File: src/rtl/canvas_scheduler_if.sv
// Request/response bundle for canvas_scheduler: draw, clear and scan handshakes
// plus the live bitmap. iDrawVal exists only when CANVAS_ERASE_EN is defined.
interface canvas_scheduler_if;
    logic          iDrawReq;
    logic [4:0]    iDrawX;
    logic [4:0]    iDrawY;
`ifdef CANVAS_ERASE_EN
    logic          iDrawVal;
`endif
    logic          oDrawAck;
    logic          iClearReq;
    logic          oClearAck;
    logic          iScanReq;
    logic [31:0]   oLineData;
    logic [4:0]    oLineIdx;
    logic          oLineValid;
    logic          iLineReady;
    logic          oScanDone;
    logic          oBusy;
    logic [1023:0] oImage;

    modport slave (
        input  iDrawReq, iDrawX, iDrawY,
`ifdef CANVAS_ERASE_EN
        input  iDrawVal,
`endif
        input  iClearReq, iScanReq, iLineReady,
        output oDrawAck, oClearAck, oLineData, oLineIdx, oLineValid, oScanDone, oBusy,
        output oImage
    );

    modport master (
        output iDrawReq, iDrawX, iDrawY,
`ifdef CANVAS_ERASE_EN
        output iDrawVal,
`endif
        output iClearReq, iScanReq, iLineReady,
        input  oDrawAck, oClearAck, oLineData, oLineIdx, oLineValid, oScanDone, oBusy,
        input  oImage
    );
endinterface

File: src/rtl/canvas_scheduler.sv
// Owner of the 32x32 one-bit canvas: serialises brush stamps, clears and line readout.
// Define CANVAS_ERASE_EN to add iDrawVal so stamps can erase as well as paint.
module canvas_scheduler (
    input logic              iClk,
    input logic              iRst,
    canvas_scheduler_if.slave bus
);

    localparam logic [2:0] IDLE  = 3'd0;
    localparam logic [2:0] STAMP = 3'd1;
    localparam logic [2:0] DACK  = 3'd2;
    localparam logic [2:0] CLEAR = 3'd3;
    localparam logic [2:0] CACK  = 3'd4;
    localparam logic [2:0] SCAN  = 3'd5;
    localparam logic [2:0] SDONE = 3'd6;

    logic [2:0]    state_q, state_d;
    logic          busy_q, busy_d;
    logic [1023:0] image_q, image_d;
    logic [2:0]    step_q, step_d;
    logic [4:0]    cx_q, cx_d;
    logic [4:0]    cy_q, cy_d;
    // Shared between clear (line being zeroed) and scan (line k on offer).
    logic [4:0]    line_q, line_d;
    logic          wr_val;

`ifdef CANVAS_ERASE_EN
    logic val_q, val_d;
    assign wr_val = val_q;
`else
    assign wr_val = 1'b1;
`endif

    // Stamp cell for the current step; bit 5 set means off-grid, so the write is skipped.
    logic [5:0] sx, sy;
    logic       cell_ok;
    logic [9:0] cell_idx;

    always_comb begin
        sx = {1'b0, cx_q};
        sy = {1'b0, cy_q};
        case (step_q)
            3'd1:    sx = {1'b0, cx_q} + 6'd1;
            3'd2:    sx = {1'b0, cx_q} - 6'd1;
            3'd3:    sy = {1'b0, cy_q} + 6'd1;
            3'd4:    sy = {1'b0, cy_q} - 6'd1;
            default: ;
        endcase
        cell_ok  = !sx[5] && !sy[5];
        cell_idx = {sx[4:0], sy[4:0]};
    end

    always_comb begin
        state_d = state_q;
        image_d = image_q;
        step_d  = step_q;
        cx_d    = cx_q;
        cy_d    = cy_q;
        line_d  = line_q;
`ifdef CANVAS_ERASE_EN
        val_d   = val_q;
`endif
        case (state_q)
            IDLE: begin
                if (bus.iClearReq) begin
                    state_d = CLEAR;
                    line_d  = 5'd0;
                end else if (bus.iScanReq) begin
                    state_d = SCAN;
                    line_d  = 5'd0;
                end else if (bus.iDrawReq) begin
                    state_d = STAMP;
                    step_d  = 3'd0;
                    cx_d    = bus.iDrawX;
                    cy_d    = bus.iDrawY;
`ifdef CANVAS_ERASE_EN
                    val_d   = bus.iDrawVal;
`endif
                end
            end
            STAMP: begin
                if (cell_ok) begin
                    image_d[cell_idx] = wr_val;
                end
                step_d = step_q + 3'd1;
                if (step_q == 3'd4) begin
                    state_d = DACK;
                end
            end
            DACK: state_d = IDLE;
            CLEAR: begin
                image_d[{line_q, 5'd0} +: 32] = 32'd0;
                line_d = line_q + 5'd1;
                if (line_q == 5'd31) begin
                    state_d = CACK;
                end
            end
            CACK: state_d = IDLE;
            SCAN: begin
                if (bus.iLineReady) begin
                    line_d = line_q + 5'd1;
                    if (line_q == 5'd31) begin
                        state_d = SDONE;
                    end
                end
            end
            SDONE:   state_d = IDLE;
            default: state_d = IDLE;
        endcase
        busy_d = (state_d != IDLE);
    end

    always_ff @(posedge iClk or posedge iRst) begin
        if (iRst) begin
            state_q <= IDLE;
            busy_q  <= 1'b0;
            image_q <= '0;
            step_q  <= 3'd0;
            cx_q    <= 5'd0;
            cy_q    <= 5'd0;
            line_q  <= 5'd0;
`ifdef CANVAS_ERASE_EN
            val_q   <= 1'b0;
`endif
        end else begin
            state_q <= state_d;
            busy_q  <= busy_d;
            image_q <= image_d;
            step_q  <= step_d;
            cx_q    <= cx_d;
            cy_q    <= cy_d;
            line_q  <= line_d;
`ifdef CANVAS_ERASE_EN
            val_q   <= val_d;
`endif
        end
    end

    // The canvas cannot change during SCAN, so the offered line is stable while stalled.
    assign bus.oLineValid = (state_q == SCAN);
    assign bus.oLineData  = bus.oLineValid ? image_q[{line_q, 5'd0} +: 32] : 32'd0;
    assign bus.oLineIdx   = bus.oLineValid ? line_q : 5'd0;
    assign bus.oDrawAck   = (state_q == DACK);
    assign bus.oClearAck  = (state_q == CACK);
    assign bus.oScanDone  = (state_q == SDONE);
    assign bus.oBusy      = busy_q;
    assign bus.oImage     = image_q;

endmodule

File: src/flat_wrapper.sv
// flat-port wrapper written by rule: the top's interface ports become plain ports
module canvas_scheduler_flat 
  (iClk, iRst, bus_iDrawReq, bus_iDrawX, bus_iDrawY, bus_iClearReq, bus_iScanReq, bus_iLineReady, bus_oDrawAck, bus_oClearAck, bus_oLineData, bus_oLineIdx, bus_oLineValid, bus_oScanDone, bus_oBusy, bus_oImage);
  canvas_scheduler_if bus_i ();
  input logic iClk;
  input logic iRst;
  input wire logic [$bits(bus_i.iDrawReq)-1:0] bus_iDrawReq;
  input wire logic [$bits(bus_i.iDrawX)-1:0] bus_iDrawX;
  input wire logic [$bits(bus_i.iDrawY)-1:0] bus_iDrawY;
  input wire logic [$bits(bus_i.iClearReq)-1:0] bus_iClearReq;
  input wire logic [$bits(bus_i.iScanReq)-1:0] bus_iScanReq;
  input wire logic [$bits(bus_i.iLineReady)-1:0] bus_iLineReady;
  output wire logic [$bits(bus_i.oDrawAck)-1:0] bus_oDrawAck;
  output wire logic [$bits(bus_i.oClearAck)-1:0] bus_oClearAck;
  output wire logic [$bits(bus_i.oLineData)-1:0] bus_oLineData;
  output wire logic [$bits(bus_i.oLineIdx)-1:0] bus_oLineIdx;
  output wire logic [$bits(bus_i.oLineValid)-1:0] bus_oLineValid;
  output wire logic [$bits(bus_i.oScanDone)-1:0] bus_oScanDone;
  output wire logic [$bits(bus_i.oBusy)-1:0] bus_oBusy;
  output wire logic [$bits(bus_i.oImage)-1:0] bus_oImage;
  assign bus_i.iDrawReq = bus_iDrawReq;
  assign bus_i.iDrawX = bus_iDrawX;
  assign bus_i.iDrawY = bus_iDrawY;
  assign bus_i.iClearReq = bus_iClearReq;
  assign bus_i.iScanReq = bus_iScanReq;
  assign bus_i.iLineReady = bus_iLineReady;
  assign bus_oDrawAck = bus_i.oDrawAck;
  assign bus_oClearAck = bus_i.oClearAck;
  assign bus_oLineData = bus_i.oLineData;
  assign bus_oLineIdx = bus_i.oLineIdx;
  assign bus_oLineValid = bus_i.oLineValid;
  assign bus_oScanDone = bus_i.oScanDone;
  assign bus_oBusy = bus_i.oBusy;
  assign bus_oImage = bus_i.oImage;
  canvas_scheduler u_core (.iClk(iClk), .iRst(iRst), .bus(bus_i));
endmodule
File: config.mk
export PLATFORM = sky130hd
export DESIGN_NAME = canvas_scheduler_flat
export DESIGN_NICKNAME = d
export VERILOG_FILES = /design/src/rtl/canvas_scheduler_if.sv /design/src/rtl/canvas_scheduler.sv /design/src/flat_wrapper.sv
export SDC_FILE = /design/constraint.sdc
export NUM_CORES = 2
export LEC_CHECK = 0
export ABC_AREA = 1
export CELL_PAD_IN_SITES_DETAIL_PLACEMENT = 0
export CELL_PAD_IN_SITES_GLOBAL_PLACEMENT = 1
export CORE_AREA = 2 2 420 422
export CTS_CLUSTER_DIAMETER = 40
export CTS_CLUSTER_SIZE = 10
export DETAILED_ROUTE_END_ITERATION = 6
export DIE_AREA = 0 0 422 424
export PLACE_DENSITY_LB_ADDON = 0.15
export SETUP_SLACK_MARGIN = 0.5
export SYNTH_ARGS = -nofsm -noshare
export SYNTH_HDL_FRONTEND = slang
export SYNTH_SLANG_ARGS = --single-unit
File: constraint.sdc
create_clock -name iClk -period 40.3 [get_ports iClk]
set_clock_uncertainty 0.1 [all_clocks]
set_input_delay 6.045 -clock iClk [delete_from_list [all_inputs] [get_ports iClk]]
set_output_delay 6.045 -clock iClk [all_outputs]
set_load 0.01 [all_outputs]
==> impl_metrics.env <==
export IMPL_h_tree_depth=4
export IMPL_rows=154
export IMPL_cp_start_kind="flip-flop"
export IMPL_io_buffers=1081
export IMPL_fin_tns_setup_ns=0
export IMPL_syn_area_um2=50690
export IMPL_utilization=0.4095
export IMPL_ctsHoldBuffers=0
export IMPL_routed_wirelength_um=293200
export IMPL_synth_seq_cells=1046
export IMPL_required_ns=34.16
export IMPL_leakage_nw=28.77
export IMPL_syn_avg_cell_area_um2=7.782
export IMPL_pin_count=1082
export IMPL_drt_iter0_drc=5314
export IMPL_cts_inserted_buffers=211
export IMPL_grt_first_pass_wirelength_um=403400
export IMPL_sw_frac_of_total=0.4162
export IMPL_die_h_um=424
export IMPL_clkPwrFrac=0.330
export IMPL_final_setup_worst_slack_ns=27.82
export IMPL_cts_setup_buffers=0
export IMPL_place_area_um2=63820
export IMPL_grt_pass1_vias=48970
export IMPL_drive_above_1_share=0.08388
export IMPL_ant_nets=0
export IMPL_p_sw_mw=2.444
export IMPL_dp_cells=9542
export IMPL_synthAdderAreaFrac=0.004097
export IMPL_crit_path_max_fanout=85
export IMPL_place_gp_congestion=0.9625
export IMPL_finalMaxSlewViolations=0
export IMPL_chipWidth_um=422
export IMPL_hold_viol_final=0
export IMPL_synth_compound_area_frac=0.2248
export IMPL_final_nets=7447
export IMPL_max_vdd_ir_drop_mv=0.06692
export IMPL_powerDensity_nw_per_um2=81.95
export IMPL_maxCapViolCount=0
export IMPL_synth_top_family_by_area="compound AO/OA/AOI/OAI gates"
export IMPL_clockBufferDepth=3
export IMPL_mostFrequentLayoutCells="a21oi_1, nand2_1, clkdlybuf4s50_1"
export IMPL_cts_tree="done"
export IMPL_hp_class="flip-flop to flip-flop"
export IMPL_setup_viol=0
export IMPL_maxSlewHeadroom=0.1084
export IMPL_synthDistinctLibCells=45
export IMPL_cts_resized=0
export IMPL_layout_commonest_cell="a21oi_1"
export IMPL_rsz0062_at_grt="no"
export IMPL_endpoint_kind="output port"
export IMPL_core_area_um2=175000
export IMPL_via_count=51020
export IMPL_muxShareOfSynthArea=0.0004443
export IMPL_internal_power_mw=3.428
export IMPL_grt_usage=0.3170
export IMPL_synthCells=6514
export IMPL_ys_seq_area_frac=0.5163
export IMPL_synth_xor_area_frac=0.0008639
export IMPL_ys_async_sr_fraction=1.000
export IMPL_synth_edf_count=0
export IMPL_drt_pass1_iterations=6
export IMPL_clock_sinks=1046
export IMPL_pwr_share_comb=0.394
export IMPL_synthSimpleGateAreaFrac=0.1304
export IMPL_max_freq_mhz=80.13
export IMPL_wl_per_cell_um=29.51
export IMPL_antenna_found_initial=6
export IMPL_path_class="flip-flop to output port"
export IMPL_nFillCells=17860
export IMPL_outcome="finished clean"
export IMPL_synth_flop_cell="dfrtp_1"
export IMPL_pre_cts_slack_ns=28.43
export IMPL_period_needed_ns=12.48
export IMPL_start_util=0.2897
export IMPL_cts_clk_slew_worst_paths_ns=0.05
export IMPL_grt_max_degree=198
export IMPL_fin_crit_sh=0.3097
export IMPL_cts_root_buf="clkbuf_16"
export IMPL_area_growth_pct=41.35
export IMPL_worstPathArrival_ns=6.33
export IMPL_floorplan_die_area_um2=178900
export IMPL_clk_latency_ns=0.83
export IMPL_seqPwrFrac=0.275
export IMPL_via_per_inst=5.135
export IMPL_place_hpwl_um=204800
export IMPL_ys_warn_count=0
export IMPL_fin_area_um2=71650
export IMPL_grt_overflow_total=0
export IMPL_synth_fp_nets=6546
export IMPL_remaining_drc_errors=0
export IMPL_tightest_slew_ns=1.328
export IMPL_finalNonFillerCells=9936
-- area by class of cell --
type | instances | area (um2) | share of cell area
multi-input cells | 3874 | 18880 | 0.2634
clock buffers | 263 | 5884 | 0.08212
diodes | 2 | 5.005 | 0.00006985
repair buffers | 1192 | 11700 | 0.1633
clock inverters | 129 | 1947 | 0.02717
flip-flops and latches | 1046 | 26190 | 0.3655
well taps | 2340 | 2928 | 0.04086
inverters | 1090 | 4119 | 0.05748
-- routing by layer --
| layer | up-vias | GRT usage | wire (um) |
|---|---|---|---|
| li1 | 22740 | - | - |
| met1 | 25550 | 0.4141 | 123100 |
| met2 | 2223 | 0.4938 | 132500 |
| met3 | 499 | 0.06022 | 19550 |
| met4 | 0 | 0.1749 | 18030 |
| met5 | - | 0 | 0 |
-- power groups by stage --
stage	Clock [mW]	Combinational, mW	Sequential, mW
final	1.94	2.31	1.62
after floorplan	0	0.987	1.60
after global placement	0	2.30	1.62
after global routing	2.01	2.46	1.63
after CTS	1.96	2.31	1.61
after detailed placement	0	2.30	1.62
-- cells by family after synthesis --
| family | after synthesis |
|---|---|
| DFF | 1046 |
| AOI/OAI and AO/OA | 2230 |
| buffers and inverters | 1594 |
| adders and majority gates | 16 |
| muxes | 2 |
| xor gates and xnor gates | 5 |
| and+or+nand+nor | 1621 |
-- through the flow --
stage / total power, mW / hold slack, ns
floorplan: 2.583 / 0.4106
detailed placement: 3.925 / 0.4245
finish: 5.872 / 0.4311
global placement: 3.921 / 0.4184
CTS: 5.883 / 0.4325
global route: 6.107 / 0.4463
-- flip-flops by register name (all words and copies together), names as in the netlist --
name and count:
u_core.state_q 3, u_core.line_q 5, u_core.bus.oImage 1024, u_core.cx_q 5
u_core.cy_q 5, u_core.bus.oBusy 1, u_core.step_q 3
-- cells in the mapped netlist (3+ instances only) --
| cell type | number | area [um2] |
|---|---|---|
| ha_1 | 15 | 187.7 |
| nand3_1 | 183 | 915.9 |
| nand4_1 | 6 | 37.54 |
| nor4_1 | 3 | 18.77 |
| nor2_2 | 44 | 275.3 |
| or2_2 | 3 | 18.77 |
| inv_1 | 1075 | 4035 |
| buf_2 | 198 | 991.0 |
| o21ai_1 | 6 | 30.03 |
| inv_2 | 14 | 52.55 |
| clkbuf_1 | 269 | 1010 |
| dfrtp_1 | 1046 | 26180 |
| o31ai_1 | 3 | 22.52 |
| nand3_2 | 4 | 40.04 |
| a31oi_1 | 14 | 87.58 |
| nor2_1 | 124 | 465.5 |
| o22ai_1 | 30 | 187.7 |
| a21oi_1 | 1569 | 7853 |
| o21ai_0 | 561 | 2808 |
| nor3_1 | 24 | 120.1 |
| xor2_1 | 4 | 35.03 |
| a311oi_1 | 24 | 210.2 |
| nor4_2 | 3 | 37.54 |
| nand2_1 | 1217 | 4568 |
| nand3_4 | 4 | 70.07 |
| buf_1 | 35 | 131.4 |
| a31o_2 | 13 | 113.9 |
-- path summary, 6_finish.rpt --
check	start	to	slack, ns	cells past startpoint
setup / recovery	u_core.line_q[0]	bus_oLineData[5]	27.82	10
hold / removal	u_core.bus.oImage[24]	u_core.bus.oImage[24]	0.43	2
setup reg to reg	u_core.line_q[1]	u_core.bus.oImage[426]	33.91	12
hold reg to reg	u_core.bus.oImage[24]	u_core.bus.oImage[24]	0.43	2
max in group asynchronous	iRst	u_core.bus.oImage[925]	29.53	7
min in group asynchronous	iRst	u_core.bus.oImage[163]	5.66	2
-- critical path: stages, from the launching register on --
cell and delay (ns):
dfrtp_4 0.72, inv_8 0.51, buf_4 0.80, buf_4 0.71
a21oi_1 0.15, o21ai_0 0.11, nand3_1 0.14, a31o_2 0.27
o21ai_0 0.72, o21ai_0 0.57, clkdlybuf4s50_1 0.61
Note: power is estimated with default switching activity, not from simulation.
